===== config.mk =====
export PLATFORM = sky130hd
export DESIGN_NAME = ddr_init_sequencer
export DESIGN_NICKNAME = d
export VERILOG_FILES = /design/src/rtl/ddr_init_sequencer.sv
export SDC_FILE = /design/constraint.sdc
export NUM_CORES = 1
export LEC_CHECK = 0
export ABC_AREA = 1
export CAP_MARGIN = 25
export CORE_MARGIN = 2
export CORE_UTILIZATION = 55
export CTS_BUF_LIST = sky130_fd_sc_hd__clkbuf_2 sky130_fd_sc_hd__clkbuf_4 sky130_fd_sc_hd__clkbuf_8
export CTS_CLUSTER_SIZE = 40
export DETAILED_ROUTE_END_ITERATION = 6
export GPL_ROUTABILITY_DRIVEN = 0
export GPL_TIMING_DRIVEN = 0
export PLACE_DENSITY = 0.84
export SYNTH_ARGS = -nofsm -noshare
export SYNTH_HDL_FRONTEND = slang
export SYNTH_SLANG_ARGS = --single-unit

===== constraint.sdc =====
create_clock -name clk -period 2.7 [get_ports clk]
set_input_delay 0.27 -clock clk [delete_from_list [all_inputs] [get_ports clk]]
set_output_delay 0.27 -clock clk [all_outputs]
set_load 0.1 [all_outputs]

===== src/rtl/ddr_init_sequencer.sv =====
// DDR4 channel bring-up sequencer.
// Holds every enabled channel's controller in reset, releases the channels one
// by one in ascending order with a fixed stagger, then waits for calibration
// under a timeout. Channels that miss the timeout are re-held and retried a
// bounded number of times; channels that run out of retries are marked failed.
// Ready channels are monitored continuously and flagged if calibration drops.
module ddr_init_sequencer #(
    parameter int NUM_CH        = 4,
    parameter int RST_PULSE_CYC = 32,
    parameter int STAGGER_CYC   = 16,
    parameter int CAL_TIMEOUT   = 4096,
    parameter int MAX_RETRY     = 2
) (
    input  logic              clk,
    input  logic              rst,
    input  logic              start,
    input  logic [NUM_CH-1:0] ch_enable,
    input  logic [NUM_CH-1:0] cal_done,
    output logic [NUM_CH-1:0] ddr_rst,
    output logic              busy,
    output logic              done,
    output logic [NUM_CH-1:0] ch_ready,
    output logic [NUM_CH-1:0] ch_fail,
    output logic [NUM_CH-1:0] cal_lost,
    output logic              all_ready
);

    localparam int MAX_AB  = (RST_PULSE_CYC > STAGGER_CYC) ? RST_PULSE_CYC : STAGGER_CYC;
    localparam int MAX_CYC = (MAX_AB > CAL_TIMEOUT) ? MAX_AB : CAL_TIMEOUT;
    localparam int CW      = $clog2(MAX_CYC) + 1;
    localparam int PW      = (NUM_CH > 1) ? $clog2(NUM_CH) : 1;

    localparam logic [CW-1:0] HOLD_LAST = CW'(RST_PULSE_CYC - 1);
    localparam logic [CW-1:0] STAG_LAST = CW'(STAGGER_CYC - 1);
    localparam logic [CW-1:0] TO_LAST   = CW'(CAL_TIMEOUT - 1);
    localparam logic [CW-1:0] CNT_MAX   = {CW{1'b1}};
    localparam logic [2:0]    RETRY_LIM = 3'(MAX_RETRY);

    localparam logic [2:0] S_IDLE     = 3'd0;
    localparam logic [2:0] S_HOLD     = 3'd1;
    localparam logic [2:0] S_RELEASE  = 3'd2;
    localparam logic [2:0] S_WAIT_CAL = 3'd3;
    localparam logic [2:0] S_DONE     = 3'd4;

    logic [2:0]        state;
    logic [CW-1:0]     cnt;
    logic [PW-1:0]     ptr;
    logic [NUM_CH-1:0] ws;
    logic [NUM_CH-1:0] en_q;
    logic [2:0]        retry [NUM_CH];

    logic              accept;
    logic [NUM_CH-1:0] ready_mon;
    logic [NUM_CH-1:0] cal_hit;
    logic [NUM_CH-1:0] ws_left;
    logic [NUM_CH-1:0] can_retry;
    logic [PW-1:0]     lo_idx;
    logic              lo_has;
    logic              lo_more;
    logic [PW-1:0]     nx_idx;
    logic              nx_has;
    logic              nx_more;

    // Lowest set bit of mask at or above index 'from'.
    function automatic logic [PW-1:0] first_from(input logic [NUM_CH-1:0] mask, input int from);
        logic [PW-1:0] r;
        r = '0;
        for (int i = NUM_CH - 1; i >= 0; i--) begin
            if (mask[i] && (i >= from)) r = PW'(i);
        end
        return r;
    endfunction

    // True when mask has any set bit at or above index 'from'.
    function automatic logic has_from(input logic [NUM_CH-1:0] mask, input int from);
        logic r;
        r = 1'b0;
        for (int i = 0; i < NUM_CH; i++) begin
            if (mask[i] && (i >= from)) r = 1'b1;
        end
        return r;
    endfunction

    assign busy      = (state == S_HOLD) || (state == S_RELEASE) || (state == S_WAIT_CAL);
    assign all_ready = ((ch_ready & en_q) == en_q);

    // Start acceptance, calibration hits, channel scan and retry eligibility.
    always_comb begin
        accept    = start && ((state == S_IDLE) || (state == S_DONE));
        ready_mon = ch_ready & cal_done;
        cal_hit   = ws & ~ddr_rst & cal_done;
        ws_left   = ws & ~cal_hit;
        lo_has    = |ws;
        lo_idx    = first_from(ws, 0);
        lo_more   = has_from(ws, int'(lo_idx) + 1);
        nx_has    = has_from(ws, int'(ptr) + 1);
        nx_idx    = first_from(ws, int'(ptr) + 1);
        nx_more   = has_from(ws, int'(nx_idx) + 1);
        can_retry = '0;
        for (int i = 0; i < NUM_CH; i++) begin
            can_retry[i] = (retry[i] < RETRY_LIM);
        end
    end

    // Sequencer FSM, counters, per-channel reset and status registers.
    always_ff @(posedge clk) begin
        if (rst) begin
            state    <= S_IDLE;
            cnt      <= '0;
            ptr      <= '0;
            ws       <= '0;
            en_q     <= '0;
            ddr_rst  <= '1;
            ch_ready <= '0;
            ch_fail  <= '0;
            cal_lost <= '0;
            done     <= 1'b0;
            for (int i = 0; i < NUM_CH; i++) retry[i] <= '0;
        end else begin
            done     <= 1'b0;
            ch_ready <= ready_mon;
            cal_lost <= cal_lost | (ch_ready & ~cal_done);
            cnt      <= (cnt == CNT_MAX) ? cnt : cnt + 1'b1;

            if (accept) begin
                en_q     <= ch_enable;
                ws       <= ch_enable;
                ch_fail  <= '0;
                ch_ready <= '0;
                cal_lost <= '0;
                ddr_rst  <= '1;
                cnt      <= '0;
                for (int i = 0; i < NUM_CH; i++) retry[i] <= '0;
                if (ch_enable == '0) begin
                    state <= S_DONE;
                    done  <= 1'b1;
                end else begin
                    state <= S_HOLD;
                end
            end else begin
                case (state)
                    S_IDLE, S_DONE: ;
                    S_HOLD: begin
                        if (cnt == HOLD_LAST) begin
                            if (lo_has) begin
                                ddr_rst[lo_idx] <= 1'b0;
                                ptr             <= lo_idx;
                                cnt             <= '0;
                                state           <= lo_more ? S_RELEASE : S_WAIT_CAL;
                            end else begin
                                state <= S_DONE;
                                done  <= 1'b1;
                            end
                        end
                    end
                    S_RELEASE: begin
                        if (cnt == STAG_LAST) begin
                            cnt <= '0;
                            if (nx_has) begin
                                ddr_rst[nx_idx] <= 1'b0;
                                ptr             <= nx_idx;
                                state           <= nx_more ? S_RELEASE : S_WAIT_CAL;
                            end else begin
                                state <= S_WAIT_CAL;
                            end
                        end
                    end
                    S_WAIT_CAL: begin
                        ch_ready <= ready_mon | cal_hit;
                        ws       <= ws_left;
                        if (ws_left == '0) begin
                            state <= S_DONE;
                            done  <= 1'b1;
                        end else if (cnt == TO_LAST) begin
                            ws      <= ws_left & can_retry;
                            ch_fail <= ch_fail | (ws_left & ~can_retry);
                            ddr_rst <= ddr_rst | ws_left;
                            cnt     <= '0;
                            for (int i = 0; i < NUM_CH; i++) begin
                                if (ws_left[i] && can_retry[i]) retry[i] <= retry[i] + 3'd1;
                            end
                            if ((ws_left & can_retry) == '0) begin
                                state <= S_DONE;
                                done  <= 1'b1;
                            end else begin
                                state <= S_HOLD;
                            end
                        end
                    end
                    default: state <= S_IDLE;
                endcase
            end
        end
    end

endmodule

==> impl_metrics.json, run 1 <==
{
  "outcome": "completed",
  "highest_layer": "met4",
  "min_to": "ch_fail[3]",
  "cts.sinks": 55,
  "holdPathStages": 2,
  "drive_gt1_share_pct": 13.70,
  "cts_setup_buffers": 0,
  "tritoncts": "built",
  "cts_root_buf": "clkbuf_8",
  "crit_type": "reg2out",
  "period_share_pct": 92.63,
  "wl_um": 7838,
  "htree_levels": 2,
  "cp.arrival_ns": 2.23,
  "synth.most_common_cell": "nand2_1",
  "drtIter0Drc": 193,
  "min_period_ns": 2.501,
  "antennaDiodeCount": 0,
  "antenna_found_initial": 0,
  "crit-reg2reg-launch": "cnt[0]",
  "synth_edf_count": 9,
  "core_area_um2": 5574,
  "drt-vias-per-instance": 5.545,
  "ant_nets": 0,
  "utilization_pct": 66.02,
  "grt_usage_pct": 25.56,
  "hold_violations": 0,
  "rsz0062_at_grt": "no",
  "finalSetupViolCount": 0,
  "dieArea_um2": 6448,
  "synth_top_area_share_pct": 28.76,
  "met1_length_um": 3338,
  "syn2layout_area_growth_pct": 14.93,
  "overflow": 0,
  "ys_ff_latch": 55,
  "cts_buffers": 5,
  "die_h_um": 80.30,
  "synthCells": 452,
  "final-seq-area_um2": 1191,
  "grt_first_pass_wirelength_um": 12860,
  "io_buffers": 29,
  "start_util_pct": 57.44,
  "dr_wl_met3_um": 528,
  "wl_met2_um": 3786,
  "grt_pass1_vias": 2821,
  "cts_buffer_depth": 2,
  "cts-resized-gates": 0,
  "synthTopCellsByArea": "dfxtp_1 (29%), nand2_1 (10%), edfxtp_1 (8.4%), nor2_1 (8.0%), inv_1 (6.4%)",
  "maxCapViolCount": 0,
  "seq_area_frac_synth_pct": 37.20,
  "reg2reg_depth": 7,
  "min-delay-start": "ch_fail[3]",
  "clk_pin_slew_ns": 0.12,
  "post-dp-hpwl_um": 6110,
  "endpoint_kind": "output pin",
  "die_x_um": 80.30,
  "finalSetupTns_ns": 0,
  "r2r-end": "retry[3][2]",
  "drcViolationCount": 0,
  "drtPass1Iterations": 5,
  "p_leak_nw": 1.598,
  "syn-mean-instance-area_um2": 7.084,
  "crit_required_ns": 2.43,
  "max_freq_mhz": 399.8,
  "cts_hold_buf": 0,
  "tightestPinTransition_ns": 0.9792,
  "crit_path_start_kind": "register",
  "vias": 3111,
  "fin_nets": 504,
  "multi_input_area_um2": 1710,
  "syn_area_um2": 3202,
  "r2r_slack_ns": 0.60,
  "rows": 27,
  "async_reset_ff_share_pct": 0,
  "synthFlopType": "dfxtp_1",
  "ir_drop_mv": 0.5980,
  "syn_nets": 468,
  "netlist.top_cell.by_area": "dfxtp_1",
  "nFillCells": 484,
  "crit_fanout": 5,
  "ys_warn_count": 0,
  "grt_max_degree": 20,
  "clk_latency_ns": 0.33,
  "io_pins": 30,
  "wl_per_cell_um": 13.97,
  "powerDensity_nw_per_um2": 730.1,
  "yosys-top-cells-count": "nand2_1 (85), nor2_1 (68), inv_1 (55)",
  "skew_ns": 0.01643,
  "relSlewSlack_pct": 34.52,
  "hp-class": "reg2reg",
  "hold_slack_ns": 0.4554,
  "slew_viol_final": 0,
  "ys_types": 37
}
-- cell families after synthesis --
kind of cell,Yosys count,share of synthesized area [%]
AO/OA/AOI/OAI,63,11.41
buffers and inverters,74,9.457
flip-flops,55,37.20
XOR/XNOR,6,1.641
AND/OR/NAND/NOR,249,38.34
adder cells (fa/ha/maj),5,1.954
-- final cells by class --
type,count,area share (%)
multi-input combinational,323,46.48
sequential,55,32.37
timing repair buffer,29,7.888
inverter,67,7.072
tap,72,2.448
clock buffer,5,1.870
buffer,7,1.156
clock inverter,3,0.7140
-- worst max path at each step --
stage | from | end | slack, ns | cells after the start
after floorplan | ch_ready[1] | all_ready | 0.39 | 2
after global placement | start | retry[3][2] | 0.58 | 8
after detailed placement | start | retry[3][2] | 0.53 | 8
after CTS | state[0] | busy | 0.20 | 5
after global routing | state[0] | busy | 0.12 | 5
final | state[0] | busy | 0.20 | 5
-- power by group --
part           leakage [nW]  internal [W]  switching [W]
Clock                0.0491      0.000192       0.000301
Combinational          1.08      0.000339       0.000848
Sequential            0.471      0.000923      0.0000839
Total                  1.60       0.00145        0.00123
-- cells in the final DEF, fill, tap and decap left out, types with 9 or more instances in the layout --
cell type	count
nand2_1	85
dfxtp_1	46
inv_1	55
nand3_1	36
nand2_2	10
inv_2	9
clkdlybuf4s50_1	29
nor2_1	67
nor3_1	13
edfxtp_1	9
o21ai_0	22
a21oi_1	19
-- routing by layer --
layer  track usage (%)  vias up
li1                  -     1540
met1             31.99     1425
met2             44.75      129
met3             3.820       17
met4             8.644        0
met5                 0        -
-- critical path: stages, from the launching register on --
cell             delay [ns]
dfxtp_1                0.43
nor2_1                 0.10
clkinv_2               0.08
nand2_1                0.09
inv_1                  0.08
clkdlybuf4s50_1        1.14
-- state kept, by name, indices dropped and copies added (netlist names) --
register  flops
cnt          13
retry        12
cal_lost      4
ch_fail       4
ch_ready      4
ddr_rst       4
en_q          4
ws            4
state         3
ptr           2
done          1
-- through the flow --
stage	total power, W	instances	worst slack [ns]	cell area [um^2]
global route	0.002846	561	0.1159	3680
detailed placement	0.002199	553	0.5261	3585
finish	0.002686	561	0.1989	3680
floorplan	0.001926	452	0.3930	3204
global placement	0.002169	553	0.5790	3585
CTS	0.002682	561	0.1988	3680
No activity file was read; power rests on OpenSTA's default activity.
==> inputs of run 2 (changes only) <==
--- a/config.mk
+++ b/config.mk
@@ -7,12 +7,11 @@
 export LEC_CHECK = 0
 export ABC_AREA = 1
 export CAP_MARGIN = 25
-export CORE_MARGIN = 2
+export CORE_MARGIN = 3
 export CORE_UTILIZATION = 55
 export CTS_BUF_LIST = sky130_fd_sc_hd__clkbuf_2 sky130_fd_sc_hd__clkbuf_4 sky130_fd_sc_hd__clkbuf_8
 export CTS_CLUSTER_SIZE = 40
 export DETAILED_ROUTE_END_ITERATION = 6
-export GPL_ROUTABILITY_DRIVEN = 0
 export GPL_TIMING_DRIVEN = 0
 export PLACE_DENSITY = 0.84
 export SYNTH_ARGS = -nofsm -noshare
==> impl_metrics.json, run 2 (same netlist as run 1, synthesis figures left out) <==
{
  "outcome": "completed",
  "grt_max_degree": 19,
  "endpoint_kind": "output pin",
  "power_w": 0.002765,
  "crit_path_start_kind": "register",
  "htree_levels": 2,
  "regMostFlops": "cnt",
  "largest_reg_flops": 13,
  "use_met3_pct": 5.098,
  "path_cells": "nor2_1, clkinv_2, nand2_1, inv_1, clkdlybuf4s50_1",
  "grt_first_pass_wirelength_um": 12850,
  "grt_usage_pct": 24.70,
  "hp-class": "reg2reg",
  "fin_nets": 504,
  "maxCapViolCount": 0,
  "globalRouteMet1Util_pct": 29.78,
  "rows": 27,
  "grt_pass1_vias": 2882,
  "io_pins": 30,
  "tightestPinTransition_ns": 0.9988,
  "hold_slack_ns": 0.4534,
  "clk_latency_ns": 0.32,
  "holdPathStages": 2,
  "max_freq_mhz": 402.7,
  "cts.sinks": 55,
  "relSlewSlack_pct": 33.20,
  "ant_nets": 0,
  "dieArea_um2": 6773,
  "cts_buffer_depth": 2,
  "p_leak_nw": 1.603,
  "ir_drop_mv": 0.5646,
  "cp_slowest_cell": "clkdlybuf4s50_1",
  "finalSetupTns_ns": 0,
  "routabilityCongestion": 0.9455,
  "final_common_cell": "nand2_1",
  "drive_gt1_share_pct": 13.70,
  "min_to": "ch_fail[1]",
  "dp_slack_ns": 0.5430,
  "powerDensity_nw_per_um2": 747.2,
  "layout_common_cells": "nand2_1 (85), nor2_1 (67), inv_1 (55), dfxtp_1 (46), nand3_1 (36)",
  "drcViolationCount": 0,
  "min-delay-start": "ch_fail[1]",
  "cts-resized-gates": 0,
  "cts_buffers": 5,
  "final.setup.worst_slack_ns": 0.2167,
  "met2_usage_pct": 42.71,
  "vias": 3084,
  "placed_area_um2": 3585,
  "power.share.clock_pct": 20.4,
  "crit-reg2reg-launch": "cnt[0]",
  "crit_fanout": 5,
  "hold_violations": 0,
  "cts_setup_buffers": 0,
  "wl_um": 7862,
  "overflow": 0,
  "p_seq_share_pct": 36.4,
  "start_util_pct": 57.44,
  "cts_hold_buf": 0,
  "wl_per_cell_um": 14.01,
  "slew_viol_final": 0,
  "fin_area_um2": 3700,
  "r2r_slack_ns": 0.64,
  "die_h_um": 82.30,
  "cp.arrival_ns": 2.21,
  "tritoncts": "built",
  "rsz0062_at_grt": "no",
  "core_area_um2": 5574,
  "antennaDiodeCount": 0,
  "internal-power_w": 0.001542,
  "drt-vias-per-instance": 5.497,
  "grt_busiest_layer": "met2",
  "period_share_pct": 91.97,
  "die_x_um": 82.30,
  "combPwrFrac_pct": 43.2,
  "drtIter0Drc": 165,
  "syn2layout_area_growth_pct": 15.55,
  "r2r-end": "retry[3][1]",
  "cp_slowest_stage_delay_ns": 1.13,
  "reg2reg_depth": 7,
  "reg_top3": "cnt: 13 flops, retry: 12 flops",
  "min_period_ns": 2.483,
  "drtPass1Iterations": 4,
  "crit_required_ns": 2.43,
  "crit_type": "reg2out",
  "switchingPower_w": 0.001222,
  "antenna_found_initial": 0,
  "finalSetupViolCount": 0,
  "io_buffers": 29,
  "skew_ns": 0.01269,
  "clk_pin_slew_ns": 0.10,
  "swShare_pct": 44.22,
  "post-dp-hpwl_um": 6168,
  "cts_root_buf": "clkbuf_8"
}
## run 2: changes by cell type in the layout (fill, tap and decap cells not counted)
cell        change
bufinv_16       +1
inv_6           -1
clkinv_4        -1
clkinvlp_4      +1
## run 2: power by group through the flow
stage / Sequential, W / Combinational, W / Clock, W
6_report: 0.00101 / 0.00119 / 0.000564
5_1_grt: 0.00102 / 0.00131 / 0.000595
4_1_cts: 0.00101 / 0.00119 / 0.000574
3_5_place_dp: 0.00102 / 0.00118 / 0
3_3_place_gp: 0.00102 / 0.00115 / 0
2_1_floorplan: 0.00111 / 0.000815 / 0
## run 2: stage by stage
step                utilization [%]  std cells
floorplan                         -        452
global placement              64.31        553
detailed placement            64.31        553
CTS                           66.37        561
global route                  66.37        561
finish                        66.37        561
## run 2: layer usage
metal	vias up	share of wire, %	routed length [um]
met5	-	0	0
met4	0	2.2	170
met3	17	6.4	502
met2	100	48	3795
met1	1416	43	3393
li1	1551	-	-
## run 2: how the worst max path moves through the flow
stage	start	depth (start not counted)	endpoint
final	state[0]	5	busy
after global placement	start	8	retry[3][0]
after detailed placement	start	8	retry[3][1]
after floorplan	ch_ready[1]	2	all_ready
after global routing	state[0]	5	busy
after CTS	state[0]	5	busy
## run 2: critical path: cells and delay by family (launching register included)
family	cells	cell delay [ns]
and+or+nand+nor	2	0.18
buffers and inverters	3	1.28
DFF	1	0.43
## run 2: layout make-up
type	count	area (um^2)
clock inverters	3	46.29
plain buffers	7	42.54
fillers	479	1874
multi-input cells	323	1710
inverters	67	260.3
well taps	72	90.09
clock buffers	5	68.82
repair buffers	29	290.3
flip-flops and latches	55	1191
==> inputs of run 3 (changes only) <==
--- a/config.mk
+++ b/config.mk
@@ -8,12 +8,13 @@
 export ABC_AREA = 1
 export CAP_MARGIN = 25
 export CORE_MARGIN = 3
-export CORE_UTILIZATION = 55
+export CORE_UTILIZATION = 63
 export CTS_BUF_LIST = sky130_fd_sc_hd__clkbuf_2 sky130_fd_sc_hd__clkbuf_4 sky130_fd_sc_hd__clkbuf_8
 export CTS_CLUSTER_SIZE = 40
 export DETAILED_ROUTE_END_ITERATION = 6
 export GPL_TIMING_DRIVEN = 0
-export PLACE_DENSITY = 0.84
+export PLACE_DENSITY = 0.93
 export SYNTH_ARGS = -nofsm -noshare
 export SYNTH_HDL_FRONTEND = slang
 export SYNTH_SLANG_ARGS = --single-unit
+export TNS_END_PERCENT = 30
==> impl_metrics.json, run 3 (same netlist as run 1, synthesis figures left out) <==
{
  "outcome": "completed",
  "hold_violations": 0,
  "io_buffers": 29,
  "globalRouteMet1Util_pct": 34.37,
  "placed_area_um2": 3578,
  "drcViolationCount": 0,
  "vias": 3194,
  "grt_max_degree": 18,
  "grt_pass1_vias": 3092,
  "dp_cells": 548,
  "clk_latency_ns": 0.31,
  "slew_viol_final": 0,
  "largest_reg_flops": 13,
  "r2r_slack_ns": 0.55,
  "crit_type": "reg2out",
  "die_h_um": 77.29,
  "finalSetupViolCount": 0,
  "antenna_found_initial": 0,
  "period_share_pct": 91.65,
  "reg2reg_depth": 7,
  "skew_ns": 0.007898,
  "rsz0062_at_grt": "no",
  "endpoint_kind": "output pin",
  "maxCapViolCount": 0,
  "crit_path_start_kind": "register",
  "overflow": 0,
  "rows": 25,
  "regMostFlops": "cnt",
  "drtPass1Iterations": 5,
  "relSlewSlack_pct": 34.07,
  "ant_nets": 0,
  "final_common_cell": "nand2_1",
  "cts_hold_buf": 0,
  "cts_root_buf": "clkbuf_8",
  "use_met3_pct": 4.460,
  "min-delay-start": "ch_fail[0]",
  "wl_per_cell_um": 14.60,
  "dp_slack_ns": 0.5541,
  "die_x_um": 77.29,
  "drtIter0Drc": 230,
  "drive_gt1_share_pct": 13.70,
  "met2_usage_pct": 47.58,
  "wl_um": 8117,
  "ir_drop_mv": 0.7140,
  "reg_top3": "cnt: 13 flops, retry: 12 flops",
  "grt_busiest_layer": "met2",
  "cts_setup_buffers": 0,
  "endpoint": "busy",
  "cts_buffer_depth": 2,
  "core_area_um2": 4817,
  "layout_common_cells": "nand2_1 (85), nor2_1 (67), inv_1 (55), dfxtp_1 (46), nand3_1 (36)",
  "final.setup.worst_slack_ns": 0.2253,
  "crit-reg2reg-launch": "cnt[0]",
  "r2r-end": "retry[3][2]",
  "hold_slack_ns": 0.4537,
  "htree_levels": 2,
  "antennaDiodeCount": 0,
  "clk_pin_slew_ns": 0.10,
  "io_pins": 30,
  "startpoint": "state[0]",
  "drt-vias-per-instance": 5.745,
  "cp.arrival_ns": 2.20,
  "fin_area_um2": 3694,
  "cts_buffers": 5,
  "routabilityCongestion": 0.9210,
  "dieArea_um2": 5974,
  "syn2layout_area_growth_pct": 15.36,
  "crit_required_ns": 2.43,
  "grt_first_pass_wirelength_um": 13660,
  "fin_nets": 504,
  "p_leak_nw": 1.608,
  "post-dp-hpwl_um": 6170,
  "tightestPinTransition_ns": 0.9858,
  "finalSetupTns_ns": 0,
  "powerDensity_nw_per_um2": 753.7,
  "crit_fanout": 5,
  "tritoncts": "built",
  "final_cells": 556,
  "cts-resized-gates": 0,
  "grt_usage_pct": 28.13,
  "hp-class": "reg2reg",
  "cts.sinks": 55,
  "start_util_pct": 66.47,
  "max_freq_mhz": 404.1,
  "min_period_ns": 2.475
}
run 3: changes by cell type in the layout (fill, tap and decap cells not counted):
cell | previous run | this run
clkbuf_4 | 0 | 1
clkinvlp_4 | 1 | 0
run 3: stage by stage:
| step | power, W | utilization [%] |
|---|---|---|
| 2_1_floorplan | 0.001926 | - |
| 3_3_place_gp | 0.002163 | 74.29 |
| 3_5_place_dp | 0.002198 | 74.29 |
| 4_1_cts | 0.002761 | 76.68 |
| 5_1_grt | 0.002926 | 76.68 |
| 6_report | 0.002784 | 76.68 |
run 3: worst min-delay path by stage:
stage | end | slack, ns | depth (start not counted)
floorplan | en_q[3] | 0.38 | 1
global placement | ch_fail[0] | 0.44 | 2
detailed placement | ch_fail[0] | 0.44 | 2
CTS | ch_fail[0] | 0.45 | 2
global route | ch_fail[2] | 0.48 | 2
finish | ch_fail[0] | 0.45 | 2
run 3: routing by layer:
layer | up-vias | share of wire, %
li1 | 1543 | -
met1 | 1439 | 41
met2 | 170 | 48
met3 | 42 | 7.0
met4 | 0 | 4.5
met5 | - | 0
run 3: cell type report:
cell class | instances | area [um^2]
buffer | 7 | 42.54
fill | 353 | 1124
clock buffer | 6 | 76.32
inverter | 67 | 260.3
sequential | 55 | 1191
multi-input combinational | 323 | 1710
tap | 67 | 83.83
clock inverter | 2 | 38.79
timing repair buffer | 29 | 290.3
run 3: worst max-delay path: stages, from the launching register on:
cell	delay (ns)
dfxtp_1	0.43
nor2_1	0.11
clkinv_2	0.09
nand2_1	0.08
inv_1	0.06
clkdlybuf4s50_1	1.12
run 3: report_power, final:
| part | switching [W] | internal, W | leakage [nW] |
|---|---|---|---|
| Clock | 0.000279 | 0.000291 | 0.0592 |
| Sequential | 0.0000857 | 0.000923 | 0.471 |
| Combinational | 0.000865 | 0.000340 | 1.08 |
